===== src/rtl/stream_enable_ctrl.sv =====
// Receive-side stream gate: synchronises sensor-reset / stream-enable, passes only whole
// frames from the sensor to the frame buffer, and turns a sensor reset into a timed flush.
module stream_enable_ctrl #(
  parameter int DATA_WD      = 8,
  parameter int FLUSH_CYCLES = 16,
  parameter int FRAME_CNT_WD = 16
) (
  input  logic                    clk,
  input  logic                    reset_n,
  input  logic                    i_reset_sensor,
  input  logic                    i_stream_enable,
  input  logic                    i_fval,
  input  logic                    i_lval,
  input  logic [DATA_WD-1:0]      i_pix_data,
  output logic                    o_fval,
  output logic                    o_lval,
  output logic [DATA_WD-1:0]      o_pix_data,
  output logic                    o_stream_active,
  output logic                    o_flush,
  output logic                    o_frame_done,
  output logic [FRAME_CNT_WD-1:0] o_frame_cnt,
  output logic [2:0]              dbg_state
);

  localparam int FC_WD = (FLUSH_CYCLES > 2) ? $clog2(FLUSH_CYCLES) : 1;
  localparam logic [FC_WD-1:0] FC_LAST = FC_WD'(FLUSH_CYCLES - 1);

  typedef enum logic [2:0] {
    IDLE       = 3'd0,
    WAIT_FRAME = 3'd1,
    ACTIVE     = 3'd2,
    STOP_PEND  = 3'd3,
    FLUSH      = 3'd4
  } state_t;

  state_t           state;
  logic             rst_meta, rst_s;
  logic             en_meta, en_s;
  logic             fval_d;
  logic [FC_WD-1:0] flush_cnt;
  logic             frame_start, frame_end, gate;

  always_ff @(posedge clk or negedge reset_n) begin
    if (!reset_n) begin
      rst_meta <= 1'b0;
      rst_s    <= 1'b0;
      en_meta  <= 1'b0;
      en_s     <= 1'b0;
    end else begin
      rst_meta <= i_reset_sensor;
      rst_s    <= rst_meta;
      en_meta  <= i_stream_enable;
      en_s     <= en_meta;
    end
  end

  assign frame_start = i_fval & ~fval_d;
  assign frame_end   = ~i_fval & fval_d;
  assign dbg_state   = state;

  // The frame-start cycle out of WAIT_FRAME is gated in so the first line is never clipped.
  always_comb begin
    gate = 1'b0;
    if (!rst_s) begin
      gate = (state == ACTIVE) || (state == STOP_PEND) ||
             ((state == WAIT_FRAME) && en_s && frame_start);
    end
  end

  always_ff @(posedge clk or negedge reset_n) begin
    if (!reset_n) begin
      state           <= IDLE;
      fval_d          <= 1'b0;
      flush_cnt       <= '0;
      o_fval          <= 1'b0;
      o_lval          <= 1'b0;
      o_pix_data      <= '0;
      o_stream_active <= 1'b0;
      o_flush         <= 1'b0;
      o_frame_done    <= 1'b0;
      o_frame_cnt     <= '0;
    end else begin
      fval_d       <= i_fval;
      o_fval       <= i_fval & gate;
      o_lval       <= i_lval & i_fval & gate;
      o_pix_data   <= (gate & i_fval & i_lval) ? i_pix_data : '0;
      o_frame_done <= 1'b0;

      if (rst_s) begin
        // Sensor reset wins over everything; the counter reloads while it is held.
        state           <= FLUSH;
        flush_cnt       <= FC_LAST;
        o_flush         <= 1'b1;
        o_stream_active <= 1'b0;
      end else begin
        case (state)
          IDLE: begin
            if (en_s) state <= WAIT_FRAME;
          end
          WAIT_FRAME: begin
            if (!en_s) begin
              state <= IDLE;
            end else if (frame_start) begin
              state           <= ACTIVE;
              o_stream_active <= 1'b1;
            end
          end
          ACTIVE: begin
            if (frame_end) begin
              o_frame_done <= 1'b1;
              o_frame_cnt  <= o_frame_cnt + 1'b1;
              if (!en_s) begin
                state           <= IDLE;
                o_stream_active <= 1'b0;
              end
            end else if (!en_s) begin
              state <= STOP_PEND;
            end
          end
          STOP_PEND: begin
            if (frame_end) begin
              o_frame_done <= 1'b1;
              o_frame_cnt  <= o_frame_cnt + 1'b1;
              if (en_s) begin
                state <= ACTIVE;
              end else begin
                state           <= IDLE;
                o_stream_active <= 1'b0;
              end
            end else if (en_s) begin
              state <= ACTIVE;
            end
          end
          FLUSH: begin
            if (flush_cnt == '0) begin
              o_flush <= 1'b0;
              state   <= en_s ? WAIT_FRAME : IDLE;
            end else begin
              flush_cnt <= flush_cnt - 1'b1;
            end
          end
          default: begin
            state           <= IDLE;
            o_flush         <= 1'b0;
            o_stream_active <= 1'b0;
          end
        endcase
      end
    end
  end

endmodule


===== config.mk =====
export PLATFORM = sky130hd
export DESIGN_NAME = stream_enable_ctrl
export DESIGN_NICKNAME = d
export VERILOG_FILES = /design/src/rtl/stream_enable_ctrl.sv
export SDC_FILE = /design/constraint.sdc
export NUM_CORES = 1
export LEC_CHECK = 0
export ABC_AREA = 1
export CAP_MARGIN = 10
export CELL_PAD_IN_SITES_DETAIL_PLACEMENT = 1
export CELL_PAD_IN_SITES_GLOBAL_PLACEMENT = 2
export CORE_AREA = 2 2 90 92
export DETAILED_ROUTE_END_ITERATION = 10
export DIE_AREA = 0 0 92 94
export PLACE_DENSITY_LB_ADDON = 0.1
export SYNTH_ARGS = -nofsm -noshare
export SYNTH_HDL_FRONTEND = slang
export SYNTH_SLANG_ARGS = --single-unit
export TNS_END_PERCENT = 30

===== constraint.sdc =====
create_clock -name clk -period 1.75 [get_ports clk]
set_clock_uncertainty 0.2 [all_clocks]
set_input_delay 0.2625 -clock clk [delete_from_list [all_inputs] [get_ports clk]]
set_output_delay 0.2625 -clock clk [all_outputs]
set_load 0.01 [all_outputs]

==> flow_summary.toml <==
[run_status]
status = "complete, no violations"

[yosys]
synth_top_area_share_pct = 49.4
synthTopCellsByCount = "nand2_1 (85), dfrtp_1 (41), nor2_1 (41)"
synthesis.nets = 287
ys_types = 27
yosys_warnings = 0
synth.largest_area_cell = "dfrtp_1"
ys_ff_latch = 41
synthArstFlopShare_pct = 100
syn_area_per_cell_um2 = 7.67
synth.area.top_cells = "dfrtp_1 (49%), nand2_1 (15%), nor2_1 (7.4%)"
synth_compound_area_share_pct = 3.73
synth_most_common_cell = "nand2_1"
synth-seq-area-share_pct = 49.4
synth_top_family_by_area = "simple AND/OR/NAND/NOR gates"
ys.flop_type = "dfrtp_1"
syn_inst = 271
synth_mux_area_share_pct = 0
synth_xor_area_share_pct = 3.73
synth_edf_count = 0
synth_area_um2 = 2080
yosys.area_share.simple_pct = 33.2
synthAdderAreaFrac_pct = 1.20

[timing]
rsz0062_at_grt = "yes"
tns_ns = 0
setup_viol = 0
period_share_pct = 94.7
slew_headroom_pct = 68.1
fin_crit_ns = 1.66
slew_viol_final = 0
finalHoldViolCount = 0
worst_pin_slew_ns = 0.478
fmax_mhz = 603
layout_setup_ws_ns = 0.0926

[routing]
drc = 0
wl_per_cell_um = 12.7
first_iter_violations = 42
via_count = 1870
wirelength_mm = 5.66
via_per_inst = 4.19
dr.pass1.iters = 4
ant_nets = 0

[layout]
seq_area_um2 = 1030
multi_input_area_um2 = 898
fin_util_pct = 38.6
nNetsFinal = 359
fill_cells = 941
area_growth_pct = 41.2
antennaDiodeCount = 0
layout-drive-gt1-share_pct = 14.5

[clock_tree]
cts_sinks = 41
clock_latency_ns = 0.29
clk_pin_slew_ns = 0.08
cts_tree = "done"
htree_num_levels = 2
cts-root-buf = "clkbuf_8"
cts_buffer_depth = 2
cts_inserted_buffers = 5

[power]
power_density_nw_per_um2 = 811
peakVddDrop_mv = 0.295
leakage_nw = 1.57

[worst_setup_path]
crit_family = "buffers and inverters"
critPathMaxStageDelay_ns = 0.54
worstPathRequired_ns = 1.29
path_buf_inv = 1
crit_path_max_fanout = 2
end_kind = "output pin"
crit_arrival_ns = 1.19
critical_path_class = "flip-flop to output pin"
cpMaxStageDelayCell = "clkdlybuf4s50_1"
startpoint_type = "flip-flop"
crit_path_cell_trace = "clkdlybuf4s50_1"

[floorplan]
die_w_um = 92
die_y_um = 94
initial_core_util_pct = 27.3
rows = 32
fp.coreArea_um2 = 7610
io_pins = 46
die_area_um2 = 8650

[grt]
grt_pass1_vias = 1958
grt.total_usage_pct = 14.1
grt.overflow.total = 0
antenna_found_initial = 0
grt_first_pass_wirelength_mm = 9.63
grt_max_degree = 25

[flow_run]
timing.max_cap.violations = 0

[worst_hold_path]
min_path_type = "flip-flop to flip-flop"

[place]
hpwl_mm = 4.35
gp_congestion = 0.747
pre_cts_slack_ns = -0.236
port_buffers = 45
## power by group
part,internal [mW],leakage [nW],total [mW],switching (mW)
logic,0.298,1.02,0.685,0.387
registers,1.03,0.507,1.08,0.0508
clock network,0.281,0.0374,0.617,0.335
total,1.61,1.57,2.38,0.773
## through the flow
stage	area, um^2	hold slack [ns]	std cells	total power, mW
floorplan	2080	-0.233	271	1.44
global placement	2770	0.0557	432	1.76
detailed placement	2770	0.0555	432	1.76
CTS	2880	0.158	444	2.43
global route	2930	0.174	446	2.56
finish	2930	0.152	446	2.38
## metal layers
layer / up-vias / global-route usage [%] / share of wire, %
li1: 966 / - / -
met1: 864 / 19.4 / 53
met2: 38 / 22.0 / 41
met3: 2 / 4.17 / 5.5
met4: 0 / 2.99 / 0.62
met5: - / 0 / 0
## placed cells by master, fill, tap and decap left out, types with 5 or more instances in the layout
cell and instances:
buf_4 21, clkbuf_8 5, clkdlybuf4s50_1 27, dfrtp_1 36
dfrtp_2 5, dlygate4sd2_1 12, dlymetal6s2s_1 5, inv_1 39
nand2_1 84, nand3_1 19, nor2_1 40, o21ai_0 9
xor2_1 6
## registers in the layout, summed over array words and instances (netlist names), 3 cells and up
signal	flops
o_pix_data	8
flush_cnt	4
dbg_state	3
o_frame_cnt	16
## final timing paths
path | cells after the start | slack [ns] | end | start
min | 0 | 0.15 | rst_s$_DFF_PN0_ | rst_meta$_DFF_PN0_
max in group asynchronous | 3 | 0.61 | o_frame_cnt[3]$_DFFE_PN0P_ | reset_n
min reg2reg | 0 | 0.15 | rst_s$_DFF_PN0_ | rst_meta$_DFF_PN0_
min in group asynchronous | 2 | 0.26 | o_frame_cnt[13]$_DFFE_PN0P_ | reset_n
max reg2reg | 9 | 0.16 | dbg_state[1]$_DFFE_PN0P_ | flush_cnt[0]$_DFFE_PN0P_
max | 1 | 0.09 | o_frame_cnt[11] | o_frame_cnt[11]$_DFFE_PN0P_
## logic make-up (layout without fill, tap and decap cells)
family,Yosys count,in the layout
compound gates,15,15
xor+xnor,8,8
fa+ha+maj,2,2
buf+inv,45,118
flops,41,41
simple gates,160,160
## repair_timing
| action | CTS | global route |
|---|---|---|
| setup buffers | 3 | 2 |
| endpoints found under the hold margin | 17 | 0 |
| hold buffers | 1 | 0 |
| setup endpoints to repair | 16 | 23 |
| gates resized for setup | 17 | 11 |
| pin swaps | 0 | 1 |
## area by class of cell
cell class | instances | area share, %
timing repair buffer | 68 | 21.5
clock inverter | 2 | 0.512
multi-input combinational | 185 | 30.6
sequential | 41 | 35.2
clock buffer | 6 | 2.47
inverter | 42 | 5.37
tap | 102 | 4.35
No activity file was read; power rests on OpenSTA's default activity.
